--- src/rtl/dm_arbiter.sv ---
// dm_arbiter: shares one byte/half/word data memory between the CPU MEM stage
// (port 0) and a DMA/debug loader (port 1). A combinational grant picks the
// winner, its attributes are registered into a one-cycle DM access stage, and
// a registered response is returned to the winning port two cycles after grant.
module dm_arbiter #(
  parameter int RR_MODE  = 1,
  parameter int MAX_WAIT = 4
) (
  input  logic        clk,
  input  logic        reset,
  input  logic        req0,
  input  logic        req1,
  input  logic        we0,
  input  logic        we1,
  input  logic [1:0]  wbh0,
  input  logic [1:0]  wbh1,
  input  logic [31:0] addr0,
  input  logic [31:0] addr1,
  input  logic [31:0] wd0,
  input  logic [31:0] wd1,
  output logic        gnt0,
  output logic        gnt1,
  output logic        rvalid0,
  output logic        rvalid1,
  output logic        rerr0,
  output logic        rerr1,
  output logic [31:0] rdata0,
  output logic [31:0] rdata1,
  output logic [31:0] dm_addr,
  output logic [31:0] dm_wd,
  output logic [1:0]  dm_wbh,
  output logic        dm_we,
  input  logic [31:0] dm_rd
);

  localparam int WCW = (MAX_WAIT < 1) ? 1 : $clog2(MAX_WAIT + 1);
  localparam logic [WCW-1:0] WAIT_LIMIT = WCW'(MAX_WAIT);

  // Size/alignment legality: 00 word, 01 byte, 10 half, 11 illegal.
  function automatic logic misaligned(input logic [1:0] wbh, input logic [1:0] lsb);
    logic err;
    case (wbh)
      2'b00:   err = (lsb != 2'b00);
      2'b01:   err = 1'b0;
      2'b10:   err = lsb[0];
      default: err = 1'b1;
    endcase
    return err;
  endfunction

  logic           last_r;       // 1 = port 1 was granted most recently
  logic [WCW-1:0] wait_cnt_r;   // consecutive losing cycles of port 1
  logic           acc_valid_r;
  logic           acc_port_r;
  logic           acc_we_r;
  logic           acc_err_r;

  logic           pick1_s;
  logic           sel_we_s;
  logic [1:0]     sel_wbh_s;
  logic [31:0]    sel_addr_s;
  logic [31:0]    sel_wd_s;
  logic           sel_err_s;
  logic           any_gnt_s;
  logic [31:0]    resp_data_s;

  // Arbitration: choose the winning port and raise at most one grant.
  always_comb begin
    pick1_s = 1'b0;
    gnt0    = 1'b0;
    gnt1    = 1'b0;
    if (req0 && req1) begin
      if (RR_MODE != 0) begin
        pick1_s = ~last_r;
      end else begin
        pick1_s = (wait_cnt_r == WAIT_LIMIT);
      end
    end else begin
      pick1_s = req1;
    end
    if (reset) begin
      gnt0 = 1'b0;
      gnt1 = 1'b0;
    end else begin
      gnt0 = (req0 | req1) & ~pick1_s;
      gnt1 = (req0 | req1) & pick1_s;
    end
  end

  // Winner attribute mux and alignment check feeding the access stage.
  always_comb begin
    sel_we_s   = 1'b0;
    sel_wbh_s  = 2'b00;
    sel_addr_s = 32'h0000_0000;
    sel_wd_s   = 32'h0000_0000;
    if (pick1_s) begin
      sel_we_s   = we1;
      sel_wbh_s  = wbh1;
      sel_addr_s = addr1;
      sel_wd_s   = wd1;
    end else begin
      sel_we_s   = we0;
      sel_wbh_s  = wbh0;
      sel_addr_s = addr0;
      sel_wd_s   = wd0;
    end
    sel_err_s = misaligned(sel_wbh_s, sel_addr_s[1:0]);
    any_gnt_s = gnt0 | gnt1;
  end

  // Round-robin pointer: remembers which port won the latest grant.
  always_ff @(posedge clk) begin
    if (reset) begin
      last_r <= 1'b1;
    end else if (any_gnt_s) begin
      last_r <= gnt1;
    end else begin
      last_r <= last_r;
    end
  end

  // Starvation counter for port 1 in fixed-priority mode.
  always_ff @(posedge clk) begin
    if (reset) begin
      wait_cnt_r <= '0;
    end else if (gnt1 || !req1) begin
      wait_cnt_r <= '0;
    end else if (wait_cnt_r != WAIT_LIMIT) begin
      wait_cnt_r <= wait_cnt_r + WCW'(1);
    end else begin
      wait_cnt_r <= wait_cnt_r;
    end
  end

  // Access stage: capture the granted request so it drives the DM next cycle.
  always_ff @(posedge clk) begin
    if (reset) begin
      acc_valid_r <= 1'b0;
      acc_port_r  <= 1'b0;
      acc_we_r    <= 1'b0;
      acc_err_r   <= 1'b0;
      dm_addr     <= 32'h0000_0000;
      dm_wd       <= 32'h0000_0000;
      dm_wbh      <= 2'b00;
    end else begin
      acc_valid_r <= any_gnt_s;
      if (any_gnt_s) begin
        acc_port_r <= gnt1;
        acc_we_r   <= sel_we_s;
        acc_err_r  <= sel_err_s;
        dm_addr    <= sel_addr_s;
        dm_wd      <= sel_wd_s;
        dm_wbh     <= sel_wbh_s;
      end else begin
        acc_port_r <= acc_port_r;
        acc_we_r   <= acc_we_r;
        acc_err_r  <= acc_err_r;
        dm_addr    <= dm_addr;
        dm_wd      <= dm_wd;
        dm_wbh     <= dm_wbh;
      end
    end
  end

  // Erroring accesses never write; reset kills a write already in the access stage.
  assign dm_we = acc_valid_r & acc_we_r & ~acc_err_r & ~reset;

  // Response payload: load data only for clean loads, zero otherwise.
  always_comb begin
    resp_data_s = 32'h0000_0000;
    if (acc_we_r || acc_err_r) begin
      resp_data_s = 32'h0000_0000;
    end else begin
      resp_data_s = dm_rd;
    end
  end

  // Response registers: one-cycle pulse to the port that owned the access.
  always_ff @(posedge clk) begin
    if (reset) begin
      rvalid0 <= 1'b0;
      rvalid1 <= 1'b0;
      rerr0   <= 1'b0;
      rerr1   <= 1'b0;
      rdata0  <= 32'h0000_0000;
      rdata1  <= 32'h0000_0000;
    end else begin
      rvalid0 <= acc_valid_r & ~acc_port_r;
      rvalid1 <= acc_valid_r & acc_port_r;
      rerr0   <= acc_valid_r & ~acc_port_r & acc_err_r;
      rerr1   <= acc_valid_r & acc_port_r & acc_err_r;
      rdata0  <= (acc_valid_r & ~acc_port_r) ? resp_data_s : 32'h0000_0000;
      rdata1  <= (acc_valid_r & acc_port_r) ? resp_data_s : 32'h0000_0000;
    end
  end

endmodule

--- config.mk ---
export PLATFORM = sky130hd
export DESIGN_NAME = dm_arbiter
export DESIGN_NICKNAME = d
export VERILOG_FILES = /design/src/rtl/dm_arbiter.sv
export SDC_FILE = /design/constraint.sdc
export NUM_CORES = 1
export LEC_CHECK = 0
export ABC_AREA = 1
export CORE_ASPECT_RATIO = 1.1
export CORE_MARGIN = 4
export CORE_UTILIZATION = 38
export CTS_CLUSTER_DIAMETER = 40
export DETAILED_ROUTE_END_ITERATION = 7
export GPL_TIMING_DRIVEN = 0
export PLACE_DENSITY = 0.91
export SLEW_MARGIN = 20
export SYNTH_ARGS = -nofsm -noshare
export SYNTH_HDL_FRONTEND = slang
export SYNTH_SLANG_ARGS = --single-unit
--- constraint.sdc ---
create_clock -name clk -period 1.6 [get_ports clk]
set_input_delay 0.32 -clock clk [delete_from_list [all_inputs] [get_ports clk]]
set_output_delay 0.32 -clock clk [all_outputs]
set_load 0.02 [all_outputs]
==> summary.txt, run 1 <==
Critical path
  • CP peak stage delay: 0.33 ns
  • Reg2Reg Capture Point: dm_wd[1]
  • Delay-heaviest family, CP: flip-flops
  • Worst setup path class: reg2out
  • Critical Path Most Common Cell: nand2_4
  • Crit path capture type: output pin
  • CP startpoint kind: flop
  • Critical path arrival: 1.24 ns
  • Worst-path maximum fanout: 6
  • WP buf/inv: 2
  • Worst-path cell chain: nand2_4 -> nand2_4 -> buf_12 -> nor2_4 -> buf_6
  • Reg-to-Reg Start: last_r
  • R2r setup slk: 0.13 ns
  • FF-to-FF path depth: 7
  • Critical path's slowest cell: dfxtp_2
  • CP required: 1.28 ns

Synth
  • Asr flop ratio synth: 0%
  • YS warnings: 0
  • Syn_nets: 822
  • Most instantiated cells after synthesis: nand2_1, dfxtp_1, inv_1, a21oi_1, nor3_1
  • Yosys top cell by area: dfxtp_1
  • Synth Instances: 652
  • Yosys cell types: 20
  • Top post-synthesis cells by area: dfxtp_1, nand2_1, o211ai_1
  • #FFs+latches synth: 139
  • Sequential-to-total area share from yosys stat: 53.17%
  • Most numerous cell in the Yosys netlist: nand2_1
  • Syn Area/Cell: 8.027 um2
  • Ys flop type: dfxtp_1
  • Synthesized area: 5234 um2
  • Post-synth EDFFs: 0
  • Synth top area share: 53.17%

Die
  • # IOs: 307
  • Core ar.: 13,320 um2
  • Rows: 44
  • Die area: 15,720 um2
  • Initial core utilization: 39.28%
  • Die width: 119.9 um
  • Die Y: 131.1 um

Detailed routing
  • DR WL/cell: 16.41 um
  • Remaining antenna violation count: 0
  • Detailed Route Iter0 Violations: 260
  • Total wire length: 19,350 um
  • Routed vias/inst: 4.799
  • DRC: 0
  • Router iterations before antenna repair: 4
  • Vias: 5,658

Power
  • Peak VDD IR: 0.0006478 V
  • Total Power: 9.243 mW
  • Pleak: 4.419 nW
  • Pwr/cell area: 1023 nW/um2

Timing
  • Slew Limit Headroom: 65.86%
  • Period minus WS final: 1.559 ns
  • Setup tns final: 0 ns
  • Hold slack: 0.2495 ns
  • FMAX: 0.6416 GHz
  • Setup Viol. Count Final: 0
  • Hold Violations, Final: 0
  • Pins Over Slew Limit: 0
  • Fin worst setup slack: 0.04129 ns
  • Crit share post-route: 97.42%
  • Worst-margin pin slew: 0.5121 ns
  • Worst Skew: 0.01186 ns
  • RSZ-0062 raised after global routing: yes

Layout
  • Layout cells sized above 1: 8.945%
  • Number of diodes: 0
  • # fillers: 1,131
  • Layout Nets: 1,152
  • Area growth syn-to-layout: 72.70%

Clocking
  • Clock latency on the worst-skew pair: 0.42 ns
  • Max Buffers Root-to-Sink: 2
  • Clock slew at reported path FFs: 0.06 ns
  • CTS Sinks: 139
  • CTS HTree Levels: 4
  • Hold Buf Count CTS: 0
  • Clk root buf: clkbuf_16
  • CTS tree: yes
  • Number of CTS-inserted buffers: 17

Placement
  • Final GP Congestion: 0.8382
  • Buffers on Ports: 305
  • HPWL Detailed: 15,130 um
  • Worst slack at placement: -1.023 ns

Hold path
  • Worst hold-check path type: in2reg
  • Min-Delay Endpoint: acc_err_r
  • Hold path depth: 4
  • HP Start: req1

GRT
  • Total GRT Usage: 23.65%
  • Grt ovf: 0
  • Pin count of the biggest net entering global routing: 20
  • Vias in the first global route: 5,462
  • First-pass GRT wire length: 28,480 um
  • Initial antenna violation count: 0

Job
  • MaxCap Viol Count: 0

Status
  • Status: complete, no violations
## report_power, final
| group | switching, mW | leakage [nW] | internal [mW] |
|---|---|---|---|
| clock | 1.71 | 0.289 | 2.24 |
| combinational | 0.848 | 2.99 | 0.753 |
| sequential | 0.0722 | 1.14 | 3.63 |
## how the worst max path moves through the flow
stage	startpoint	endpoint	slack [ns]	cells past startpoint
floorplan	req1	gnt0	0.06	7
global placement	req0	gnt1	-1.03	7
detailed placement	req0	gnt1	-1.02	7
CTS	last_r	gnt1	-0.05	5
global route	last_r	gnt1	-0.02	5
finish	last_r	gnt1	0.04	5
## layer usage
layer,vias up,track usage (%),share of wire [%]
li1,2773,-,-
met2,274,44.41,53
met1,2579,22.99,35
met4,0,10.44,2.7
met5,-,0,0
met3,32,9.571,9.4
## flip-flops by register name (all words and copies together), names as in the netlist, 2 cells and up
register,count
dm_addr,32
dm_wbh,2
dm_wd,32
rdata0,32
rdata1,32
## cell type report
type                    instances  area [um2]  area share (%)
clock inverters                15       175.2           1.938
multi-input cells             360        1814           20.07
plain buffers                  46       269.0           2.976
well taps                     184       230.2           2.547
clock buffers                  17       425.4           4.707
repair buffers                313        2942           32.54
inverters                     105       399.1           4.416
flip-flops and latches        139        2784           30.80
## worst min-delay path, stage by stage
cell and delay, ns:
buf_6 0.12, nor2_4 0.06, nand3_1 0.06, nand2_1 0.05
## repair_timing
action	CTS	global route
resized for setup	172	4
pin swaps	3	2
setup buffers	3	5
endpoints found under the setup margin	168	5
## cell families after synthesis
| kind of cell | share of synthesized area (%) |
|---|---|
| buffers and inverters | 12.57 |
| AOI/OAI and AO/OA | 16.09 |
| and+or+nand+nor | 18.17 |
| DFF | 53.17 |
## per-stage QoR
| step | cells | util, % | instance area, um2 |
|---|---|---|---|
| finish | 1179 | 67.84 | 9039 |
| global route | 1179 | 67.84 | 9039 |
| CTS | 1174 | 67.53 | 8997 |
| detailed placement | 1141 | 63.96 | 8521 |
| global placement | 1141 | 63.96 | 8521 |
| floorplan | 652 | - | 5238 |
## cells in the final DEF, fill, tap and decap left out, types with 3 or more instances in the layout
cell	count
nor2_4	3
clkbuf_2	4
a21oi_1	65
inv_6	6
nand2_1	142
nand3_1	7
inv_8	4
o211ai_1	63
a31oi_1	3
inv_1	101
buf_4	20
inv_2	3
buf_6	4
clkdlybuf4s50_1	166
buf_2	16
dlygate4sd2_1	134
dfxtp_1	138
clkbuf_1	8
buf_1	5
nor2_1	5
o21ai_0	3
clkbuf_16	17
nor3_1	65
Note: power is estimated with default switching activity, not from simulation.
==> run 2, diff against run 1 <==
- CORE_ASPECT_RATIO: 1.1 -> 0.9
==> run 2 against run 1 <==
Net effect:
- hold slack got worse by 0.026 ns
- largest power group unchanged
- setup slack better by 0.012 ns
- largest cell class unchanged
- first-iteration DRC count increased by 41%
==> summary.txt, run 2 (synthesis gave the netlist of run 1 again) <==
Status
  • Status: complete, no violations

Layout
  • Area growth syn-to-layout: 72.10%
  • Register Area: 2784 um2
  • Most common library cell in the layout ignoring fill and taps: clkdlybuf4s50_1
  • # fillers: 1,134
  • Layout cells sized above 1: 8.835%
  • Post-route cell area: 9007 um2
  • Multi-input gate area: 1831 um2
  • Most used cells in the layout excluding fill and tap cells: clkdlybuf4s50_1, nand2_1, dfxtp_1, dlygate4sd2_1, inv_1
  • Number of diodes: 0
  • Layout Nets: 1,153
  • Post-route non-filler standard cell count: 1,164

Timing
  • Period minus WS final: 1.546 ns
  • RSZ-0062 raised after global routing: no
  • Worst Skew: 0.009061 ns
  • FMAX: 0.6467 GHz
  • Slew Limit Headroom: 62.32%
  • Hold slack: 0.2239 ns
  • Setup Viol. Count Final: 0
  • Pins Over Slew Limit: 0
  • Hold Violations, Final: 0
  • Crit share post-route: 96.65%
  • Worst-margin pin slew: 0.5651 ns

Placement
  • Final GP Congestion: 0.8493
  • HPWL Detailed: 14,490 um
  • Area after DPL: 8501 um2
  • Dpl cells: 1,125
  • Buffers on Ports: 305

Hold path
  • HP Start: req0
  • Worst hold-check path type: in2reg
  • Hold path depth: 4
  • Min-Delay Endpoint: acc_err_r

Critical path
  • Reg2Reg Capture Point: dm_wd[6]
  • Worst setup path class: reg2out
  • FF-to-FF path depth: 7
  • Worst-path maximum fanout: 5
  • R2r setup slk: 0.09 ns
  • Reg-to-Reg Start: last_r
  • Critical path arrival: 1.23 ns
  • CP startpoint kind: flop
  • CP required: 1.28 ns
  • Crit path capture type: output pin

Detailed routing
  • DR WL/cell: 16.26 um
  • Detailed Route Iter0 Violations: 367
  • Router iterations before antenna repair: 4
  • DRC: 0
  • Remaining antenna violation count: 0
  • Routed vias/inst: 4.850
  • Vias: 5,645
  • Total wire length: 18,920 um

GRT
  • Met2 usage: 42.82%
  • First-pass GRT wire length: 28,770 um
  • Pin count of the biggest net entering global routing: 17
  • Total GRT Usage: 23.33%
  • Grt ovf: 0
  • Global Route met1 Usage: 24.32%
  • Vias in the first global route: 5,571
  • Initial antenna violation count: 1
  • GR peak layer: met2
  • Met3 Track Usage GR: 7.095%

Power
  • Pwr/cell area: 1003 nW/um2
  • Pleak: 4.418 nW
  • Peak VDD IR: 0.0006435 V
  • Clk pwr share: 41.2%
  • Gate power share: 17.8%
  • P_sw: 2.586 mW
  • Sw frac: 28.63%
  • Int Power: 6.448 mW
  • Total Power: 9.034 mW
  • Sequential power share: 41.0%

Clocking
  • CTS Sinks: 139
  • Number of CTS-inserted buffers: 17
  • Clock latency on the worst-skew pair: 0.41 ns
  • CTS HTree Levels: 4
  • Max Buffers Root-to-Sink: 2
  • Clk root buf: clkbuf_16
  • CTS tree: yes
  • Clock slew at reported path FFs: 0.06 ns

Die
  • Rows: 40
  • # IOs: 307
  • Die width: 131.7 um
  • Core ar.: 13,410 um2
  • Die area: 15,720 um2
  • Die Y: 119.3 um
  • Initial core utilization: 39.02%

Job
  • MaxCap Viol Count: 0
run 2: cell count changes in the layout (fill, tap and decap cells not counted), moves of 2 or more:
| cell | before | now |
|---|---|---|
| clkbuf_1 | 8 | 11 |
| clkinv_2 | 0 | 2 |
| clkinv_4 | 1 | 3 |
| clkinv_8 | 2 | 0 |
| clkinvlp_4 | 2 | 0 |
run 2: area by class of cell:
type	instances	area share (%)
plain buffers	46	3.112
clock buffers	18	4.765
clock inverters	14	1.417
inverters	105	4.431
multi-input cells	360	20.32
flip-flops and latches	139	30.91
well taps	168	2.334
repair buffers	314	32.71
run 2: worst max path at each step:
| stage | from | end |
|---|---|---|
| after global placement | req0 | gnt0 |
| final | last_r | gnt1 |
| after CTS | req1 | gnt0 |
| after floorplan | req1 | gnt0 |
| after global routing | last_r | dm_wd[8] |
| after detailed placement | req0 | gnt0 |
run 2: layer usage:
layer | vias to the layer above | wire [um]
li1 | 2779 | -
met1 | 2578 | 7296
met2 | 249 | 9756
met3 | 37 | 1324
met4 | 2 | 532
met5 | - | 13
run 2: power by group through the flow:
stage | Clock (mW) | Combinational [mW] | Sequential, mW
after floorplan | 0 | 0.549 | 3.97
after global placement | 0 | 1.64 | 3.77
after detailed placement | 0 | 1.66 | 3.78
after CTS | 3.78 | 1.60 | 3.70
after global routing | 3.93 | 1.73 | 3.72
final | 3.73 | 1.61 | 3.70
run 2: metrics by stage:
stage / setup TNS [ns] / util (%) / setup slack (ns)
global placement: -42.56 / 63.38 / -1.055
finish: 0 / 67.15 / 0.05360
detailed placement: -45.90 / 63.38 / -1.057
CTS: -0.01214 / 67.01 / -0.01214
global route: 0 / 67.15 / 0.0007436
floorplan: 0 / - / 0.06489
run 2: worst max-delay path: stages (launching register included):
cell	delay [ns]
dfxtp_2	0.33
nand2_4	0.11
nand2_8	0.06
buf_12	0.12
nor2_4	0.07
buf_6	0.12
run 2: timing repair:
action	4_1_cts	5_1_grt
resized for setup	178	6
setup buffers	5	4
endpoints found under the setup margin	159	16
hold buffers	0	0
pin swaps	3	3
